==> src/rtl/serial_word_feeder_pkg.sv <==
// Shared types and sizing helpers for the serial word feeder.
// Build option: SER_PARITY_EN adds a trailing even-parity bit (PAR state).
package ser_pkg;

    // Gap counter is sized for the largest legal GAP (15).
    localparam int GAP_CNT_W = 4;

`ifdef SER_PARITY_EN
    typedef enum logic [1:0] {
        S_IDLE = 2'd0,
        S_BIT  = 2'd1,
        S_GAP  = 2'd2,
        S_PAR  = 2'd3
    } ser_state_t;
`else
    typedef enum logic [1:0] {
        S_IDLE = 2'd0,
        S_BIT  = 2'd1,
        S_GAP  = 2'd2
    } ser_state_t;
`endif

    // Bit counter must reach WIDTH (all data bits emitted), hence WIDTH+1 codes.
    function automatic int bit_cnt_w(input int width);
        return $clog2(width + 1);
    endfunction

endpackage

==> src/rtl/serial_word_feeder_if.sv <==
// Word-in / bit-out bundle of the serial word feeder.
// master = upstream word source and downstream bit observer; slave = feeder.
interface serial_word_feeder_if #(
    parameter int WIDTH = 8
);
    logic             in_valid;
    logic [WIDTH-1:0] in_data;
    logic             in_ready;
    logic             ser_valid;
    logic             ser_data;
    logic             word_done;
    logic             busy;

    modport master (
        output in_valid, in_data,
        input  in_ready, ser_valid, ser_data, word_done, busy
    );

    modport slave (
        input  in_valid, in_data,
        output in_ready, ser_valid, ser_data, word_done, busy
    );
endinterface

==> src/rtl/serial_word_feeder_gap_timer.sv <==
// Idle-gap timer: loadable down-counter that flags when the gap has elapsed.
// With GAP=0 the flag is constant 1 and the counter is dead logic.
module ser_gap_timer
    import ser_pkg::*;
#(
    parameter int GAP = 1
) (
    input  logic clk,
    input  logic rst_n,
    input  logic load,   // a bit is being emitted; arm for the following gap
    input  logic en,     // currently inside a gap
    output logic zero
);

    localparam logic [GAP_CNT_W-1:0] LOAD_VAL =
        (GAP > 0) ? GAP_CNT_W'(GAP - 1) : '0;

    logic [GAP_CNT_W-1:0] cnt;

    // Count down through the gap; parks at zero.
    always_ff @(posedge clk or negedge rst_n) begin
        if (!rst_n)
            cnt <= '0;
        else if (load)
            cnt <= LOAD_VAL;
        else if (en && (cnt != '0))
            cnt <= cnt - GAP_CNT_W'(1);
    end

    assign zero = (GAP == 0) ? 1'b1 : (cnt == '0);

endmodule

==> src/rtl/serial_word_feeder.sv <==
// Parallel-to-serial feeder: one-deep holding register, MSB-first shifter,
// programmable idle gap after every bit. Outputs are registered so they can
// drive a pattern detector's valid/data pins directly.
// Build option: SER_PARITY_EN appends an even-parity bit after bit 0.
module serial_word_feeder
    import ser_pkg::*;
#(
    parameter int WIDTH = 8,
    parameter int GAP   = 1
) (
    input  logic                 clk,
    input  logic                 rst_n,
    serial_word_feeder_if.slave  bus
);

    localparam int               CNT_W    = bit_cnt_w(WIDTH);
    localparam logic [CNT_W-1:0] LAST_IDX = CNT_W'(WIDTH - 1);
    localparam logic [CNT_W-1:0] ALL_DONE = CNT_W'(WIDTH);

    ser_state_t       state, state_d;
    logic [WIDTH-1:0] hold_reg;
    logic             hold_full;
    logic [WIDTH-1:0] shift_reg;
    logic [CNT_W-1:0] bit_cnt;
    logic             gap_zero;

    logic             accept;     // upstream word taken this edge
    logic             load;       // hold -> shift this edge
    logic             emit;       // data bit goes out this edge
    logic             last;       // the bit going out closes the word
    logic             word_end;   // last bit (and its gap) finished

    logic             ser_valid_q, ser_data_q, word_done_q;

`ifdef SER_PARITY_EN
    logic             par_bit;    // ^word, captured at load
    logic             par_sent;   // parity bit of current word already out
    logic             emit_par;
`endif

    // in_ready comes straight from a flop, so there is no path from in_valid.
    assign accept = bus.in_valid && !hold_full;

    // FSM state register.
    always_ff @(posedge clk or negedge rst_n) begin
        if (!rst_n)
            state <= S_IDLE;
        else
            state <= state_d;
    end

    // Next state and per-cycle strobes.
    always_comb begin
        state_d  = state;
        load     = 1'b0;
        emit     = 1'b0;
        last     = 1'b0;
        word_end = 1'b0;
`ifdef SER_PARITY_EN
        emit_par = 1'b0;
`endif
        case (state)
            S_IDLE: begin
                if (hold_full) begin
                    load    = 1'b1;
                    state_d = S_BIT;
                end
            end
            S_BIT: begin
                emit = 1'b1;
`ifndef SER_PARITY_EN
                last = (bit_cnt == LAST_IDX);
`endif
                if (GAP > 0)
                    state_d = S_GAP;
                else if (bit_cnt != LAST_IDX)
                    state_d = S_BIT;
                else begin
`ifdef SER_PARITY_EN
                    state_d = S_PAR;
`else
                    word_end = 1'b1;
`endif
                end
            end
            S_GAP: begin
                if (gap_zero) begin
                    if (bit_cnt != ALL_DONE)
                        state_d = S_BIT;
                    else begin
`ifdef SER_PARITY_EN
                        if (!par_sent)
                            state_d = S_PAR;
                        else
                            word_end = 1'b1;
`else
                        word_end = 1'b1;
`endif
                    end
                end
            end
`ifdef SER_PARITY_EN
            S_PAR: begin
                emit_par = 1'b1;
                last     = 1'b1;
                if (GAP > 0)
                    state_d = S_GAP;
                else
                    word_end = 1'b1;
            end
`endif
            default: state_d = S_IDLE;
        endcase

        // Chain straight into the next buffered word so spacing stays uniform.
        if (word_end) begin
            if (hold_full) begin
                load    = 1'b1;
                state_d = S_BIT;
            end else begin
                state_d = S_IDLE;
            end
        end
    end

    // Holding register: filled by an accept, emptied by a load (never both).
    always_ff @(posedge clk or negedge rst_n) begin
        if (!rst_n) begin
            hold_reg  <= '0;
            hold_full <= 1'b0;
        end else if (accept) begin
            hold_reg  <= bus.in_data;
            hold_full <= 1'b1;
        end else if (load) begin
            hold_full <= 1'b0;
        end
    end

    // Shift engine: load a word, then shift left once per emitted data bit.
    always_ff @(posedge clk or negedge rst_n) begin
        if (!rst_n) begin
            shift_reg <= '0;
            bit_cnt   <= '0;
        end else if (load) begin
            shift_reg <= hold_reg;
            bit_cnt   <= '0;
        end else if (emit) begin
            shift_reg <= {shift_reg[WIDTH-2:0], 1'b0};
            bit_cnt   <= bit_cnt + CNT_W'(1);
        end
    end

`ifdef SER_PARITY_EN
    // Parity of the loaded word and whether it has gone out yet.
    always_ff @(posedge clk or negedge rst_n) begin
        if (!rst_n) begin
            par_bit  <= 1'b0;
            par_sent <= 1'b0;
        end else if (load) begin
            par_bit  <= ^hold_reg;
            par_sent <= 1'b0;
        end else if (emit_par) begin
            par_sent <= 1'b1;
        end
    end
`endif

    // Registered serial outputs; data is forced low outside qualified bits.
    always_ff @(posedge clk or negedge rst_n) begin
        if (!rst_n) begin
            ser_valid_q <= 1'b0;
            ser_data_q  <= 1'b0;
            word_done_q <= 1'b0;
        end else begin
`ifdef SER_PARITY_EN
            ser_valid_q <= emit | emit_par;
            ser_data_q  <= (emit & shift_reg[WIDTH-1]) | (emit_par & par_bit);
`else
            ser_valid_q <= emit;
            ser_data_q  <= emit & shift_reg[WIDTH-1];
`endif
            word_done_q <= last;
        end
    end

    ser_gap_timer #(
        .GAP (GAP)
    ) u_gap (
        .clk   (clk),
        .rst_n (rst_n),
`ifdef SER_PARITY_EN
        .load  (emit | emit_par),
`else
        .load  (emit),
`endif
        .en    (state == S_GAP),
        .zero  (gap_zero)
    );

    assign bus.in_ready  = !hold_full;
    assign bus.ser_valid = ser_valid_q;
    assign bus.ser_data  = ser_data_q;
    assign bus.word_done = word_done_q;
    assign bus.busy      = (state != S_IDLE) || hold_full;

endmodule
==> src/flat_wrapper.sv <==
// flat-port wrapper written by rule: the top's interface ports become plain ports
module serial_word_feeder_flat import ser_pkg::*;
#(
    parameter int WIDTH = 8,
    parameter int GAP   = 1
)
  (clk, rst_n, bus_in_valid, bus_in_data, bus_in_ready, bus_ser_valid, bus_ser_data, bus_word_done, bus_busy);
  serial_word_feeder_if #(.WIDTH(WIDTH)) bus_i ();
  input  logic clk;
  input  logic rst_n;
  input wire logic [$bits(bus_i.in_valid)-1:0] bus_in_valid;
  input wire logic [$bits(bus_i.in_data)-1:0] bus_in_data;
  output wire logic [$bits(bus_i.in_ready)-1:0] bus_in_ready;
  output wire logic [$bits(bus_i.ser_valid)-1:0] bus_ser_valid;
  output wire logic [$bits(bus_i.ser_data)-1:0] bus_ser_data;
  output wire logic [$bits(bus_i.word_done)-1:0] bus_word_done;
  output wire logic [$bits(bus_i.busy)-1:0] bus_busy;
  assign bus_i.in_valid = bus_in_valid;
  assign bus_i.in_data = bus_in_data;
  assign bus_in_ready = bus_i.in_ready;
  assign bus_ser_valid = bus_i.ser_valid;
  assign bus_ser_data = bus_i.ser_data;
  assign bus_word_done = bus_i.word_done;
  assign bus_busy = bus_i.busy;
  serial_word_feeder #(.WIDTH(WIDTH), .GAP(GAP)) u_core (.clk(clk), .rst_n(rst_n), .bus(bus_i));
endmodule
==> config.mk <==
export PLATFORM = sky130hd
export DESIGN_NAME = serial_word_feeder_flat
export DESIGN_NICKNAME = d
export VERILOG_FILES = /design/src/rtl/serial_word_feeder_pkg.sv /design/src/rtl/serial_word_feeder_if.sv /design/src/rtl/serial_word_feeder_gap_timer.sv /design/src/rtl/serial_word_feeder.sv /design/src/flat_wrapper.sv
export SDC_FILE = /design/constraint.sdc
export NUM_CORES = 1
export LEC_CHECK = 0
export ABC_AREA = 1
export CELL_PAD_IN_SITES_DETAIL_PLACEMENT = 1
export CELL_PAD_IN_SITES_GLOBAL_PLACEMENT = 1
export CORE_MARGIN = 3
export CORE_UTILIZATION = 31
export CTS_CLUSTER_DIAMETER = 80
export DETAILED_ROUTE_END_ITERATION = 7
export HOLD_SLACK_MARGIN = 0.1
export PLACE_DENSITY_LB_ADDON = 0.1
export SYNTH_ARGS = -nofsm -noshare
export SYNTH_HDL_FRONTEND = slang
export SYNTH_SLANG_ARGS = --single-unit
==> constraint.sdc <==
create_clock -name clk -period 2 [get_ports clk]
set_clock_uncertainty 0.2 [all_clocks]
set_input_delay 0.4 -clock clk [delete_from_list [all_inputs] [get_ports clk]]
set_output_delay 0.4 -clock clk [all_outputs]
set_load 0.02 [all_outputs]
==> metrics <==
DRC 0; post-route minimum period 1.81 ns; H-tree depth 2; path depth of the worst reg2reg path 9; fmax 552 MHz; Syn Inst Count 167; Filler cells 516; CP peak stage delay 0.41 ns; initial core utilization between 30 and 40%; Hold WC Path Type reg2reg; TritonCTS Buffers 5; vias in the first global route 1258; pin count of the biggest net entering global routing 31; First DRT Iteration DRCs 57; # rows 23; placed cell area around 1600 sq um; RSZ-0062 raised after global routing no; Seq/Total Area, Yosys 53.1%; asr flop ratio synth 100%; pwr dens 1470 nW/um^2; VDD IR max 544 uV; TritonRoute pass-1 iters 3; max cap viols 0; Syn-to-layout area delta 22.4%; Routed Antenna Nets 0; r2r setup slk 0.27 ns; Fin. Hold Viols 0; slowest CP cell dfrtp_1; Die H 73.6 um; post-synthesis register bit count 30; DIE WIDTH 73.6 um; CTS tree built; grt ovf 0; CP required 1.40 ns; final worst-path cycle share 90.6%; core area 4200 sq um; WL per Instance around 14 um; clock latency on the worst-skew pair 0.29 ns; Clock Tree Buf Depth 2; Post-synth EDFFs 0; fin nets approximately 210; count leader, synth nand2_1; top cell types by occurrence after synthesis nand2_1 (42), dfrtp_1 (30), inv_1 (21); clock slew at reported path FFs 0.07 ns; Inserted Diodes 0; Post-Syn Nets around 180; worst slew pin tran 0.396 ns; status finished clean; Multi-input gate area 544 sq um; Crit path arrival time about 1.2 ns; initial antenna violation count 0; setup_tns 0 ns; synth top area cells dfrtp_1 (53%), nand2_1 (11%), inv_1 (5.6%), nand3_1 (5.3%), nor2_1 (3.7%); crit start category flop; CP Cell Sequence inv_2 -> nand2_1 -> nor2_2 -> inv_1 -> clkbuf_2; Yosys warnings 0; Post-CTS Hold Fix Bufs 0; routability cong. 0.752; Critical Path End Type output pin; die area around 5400 sq um; share of the synthesized area in the top cell type 53.1%; Post-Syn Area 1420 sq um; Final Max Tran Viols 0; Crit Path Max Fanout 3; post-route cell area 1730 sq um; first-pass GRT wire length 5.56 mm; root buf cell clkbuf_8; Placed Instances 232; DRT Wirelength ~3.3 mm; Max-slew headroom 73.6%; io pins 16; port buffer count 15; Mean Syn Cell Area 8.47 sq um; Synth Flop Type dfrtp_1; vias post-DR approximately 1200; Crit Path Class reg2out; Register Area 751 sq um; WHS Path Cells 1; Non-Filler Instances 242; CTS sink count 30; cell taking the most area after synthesis dfrtp_1; DP HPWL 2.27 mm; Via-to-Cell Ratio 4.86; leakage power total 0.875 nW; share of layout cells above drive strength 1 13.0%; Synth cell types 21; gr usage total around 14%; Final Setup Violations 0
stage by stage:
step / setup WS (ns) / power [W] / utilization [%] / hold slack [ns]
2_1_floorplan: 0.448 / 0.00170 / - / -0.0956
3_3_place_gp: 0.143 / 0.00197 / 38.8 / 0.276
3_5_place_dp: 0.0663 / 0.00203 / 38.8 / 0.286
4_1_cts: 0.00000355 / 0.00255 / 40.9 / 0.294
5_1_grt: 0.0997 / 0.00276 / 41.2 / 0.332
6_report: 0.187 / 0.00254 / 41.2 / 0.298
worst max-delay path: cells and delay by family (launching register included):
kind | cells | cell delay [ns]
buf+inv | 3 | 0.29
flops | 1 | 0.41
simple gates | 2 | 0.23
path summary, 6_finish.rpt:
check | to | startpoint
setup reg to reg | u_core.shift_reg[7]$_DFFE_PN0P_ | u_core.u_gap.cnt[0]$_DFFE_PN0P_
hold reg to reg | u_core.bus.word_done$_DFF_PN0_ | u_core.bit_cnt[3]$_DFFE_PN0P_
max in group asynchronous | u_core.hold_full$_DFFE_PN0P_ | rst_n
hold / removal | u_core.bus.word_done$_DFF_PN0_ | u_core.bit_cnt[3]$_DFFE_PN0P_
min in group asynchronous | u_core.bus.word_done$_DFF_PN0_ | rst_n
setup / recovery | bus_busy | u_core.state[1]$_DFFE_PN0P_
cell families after synthesis:
logic type	count (synthesis)	share of synthesized area (%)
AND/OR/NAND/NOR	87	27.2
flip-flops	30	53.1
buffers and inverters	28	8.67
AO/OA/AOI/OAI	15	5.48
adder cells (fa/ha/maj)	4	3.54
XOR/XNOR	2	1.24
multiplexers	1	0.796
what timing repair did:
item | 4_1_cts | 5_1_grt
setup buffers | 0 | 2
endpoints found under the setup margin | 2 | 1
pin swaps | 0 | 1
gates resized for setup | 3 | 3
layout make-up:
type | count | area share [%]
clock buffer | 7 | 4.99
clock inverter | 1 | 0.289
inverter | 23 | 4.99
multi-input combinational | 109 | 31.4
sequential | 30 | 43.4
tap | 50 | 3.61
timing repair buffer | 22 | 11.3
where the power goes:
| group | leakage [nW] | switching (W) | internal (W) | total (W) |
|---|---|---|---|---|
| sequential | 0.369 | 0.000136 | 0.000848 | 0.000983 |
| combinational | 0.458 | 0.000646 | 0.000403 | 0.00105 |
| clock | 0.0482 | 0.000234 | 0.000277 | 0.000511 |
layout by cell type (no fill, tap or decap), drive strengths merged:
master	n
nand4	7
clkbuf	8
o22ai	2
nand2	45
nand3	16
buf	7
nor3	3
inv	23
mux2	1
nor4	1
clkdlybuf4s50	13
dlygate4sd2	1
nor2	15
ha	4
xor2	2
a21oi	9
dfrtp	30
clkinv	1
o21ai	4
per-layer routing:
| layer | global-route usage, % | vias to the layer above | wire [um] |
|---|---|---|---|
| met2 | 21.0 | 19 | 1500 |
| li1 | - | 580 | - |
| met4 | 5.03 | 0 | 26 |
| met1 | 17.5 | 573 | 1620 |
| met3 | 4.65 | 4 | 137 |
| met5 | 0 | - | 0 |
(Power assumes the default switching activity.)
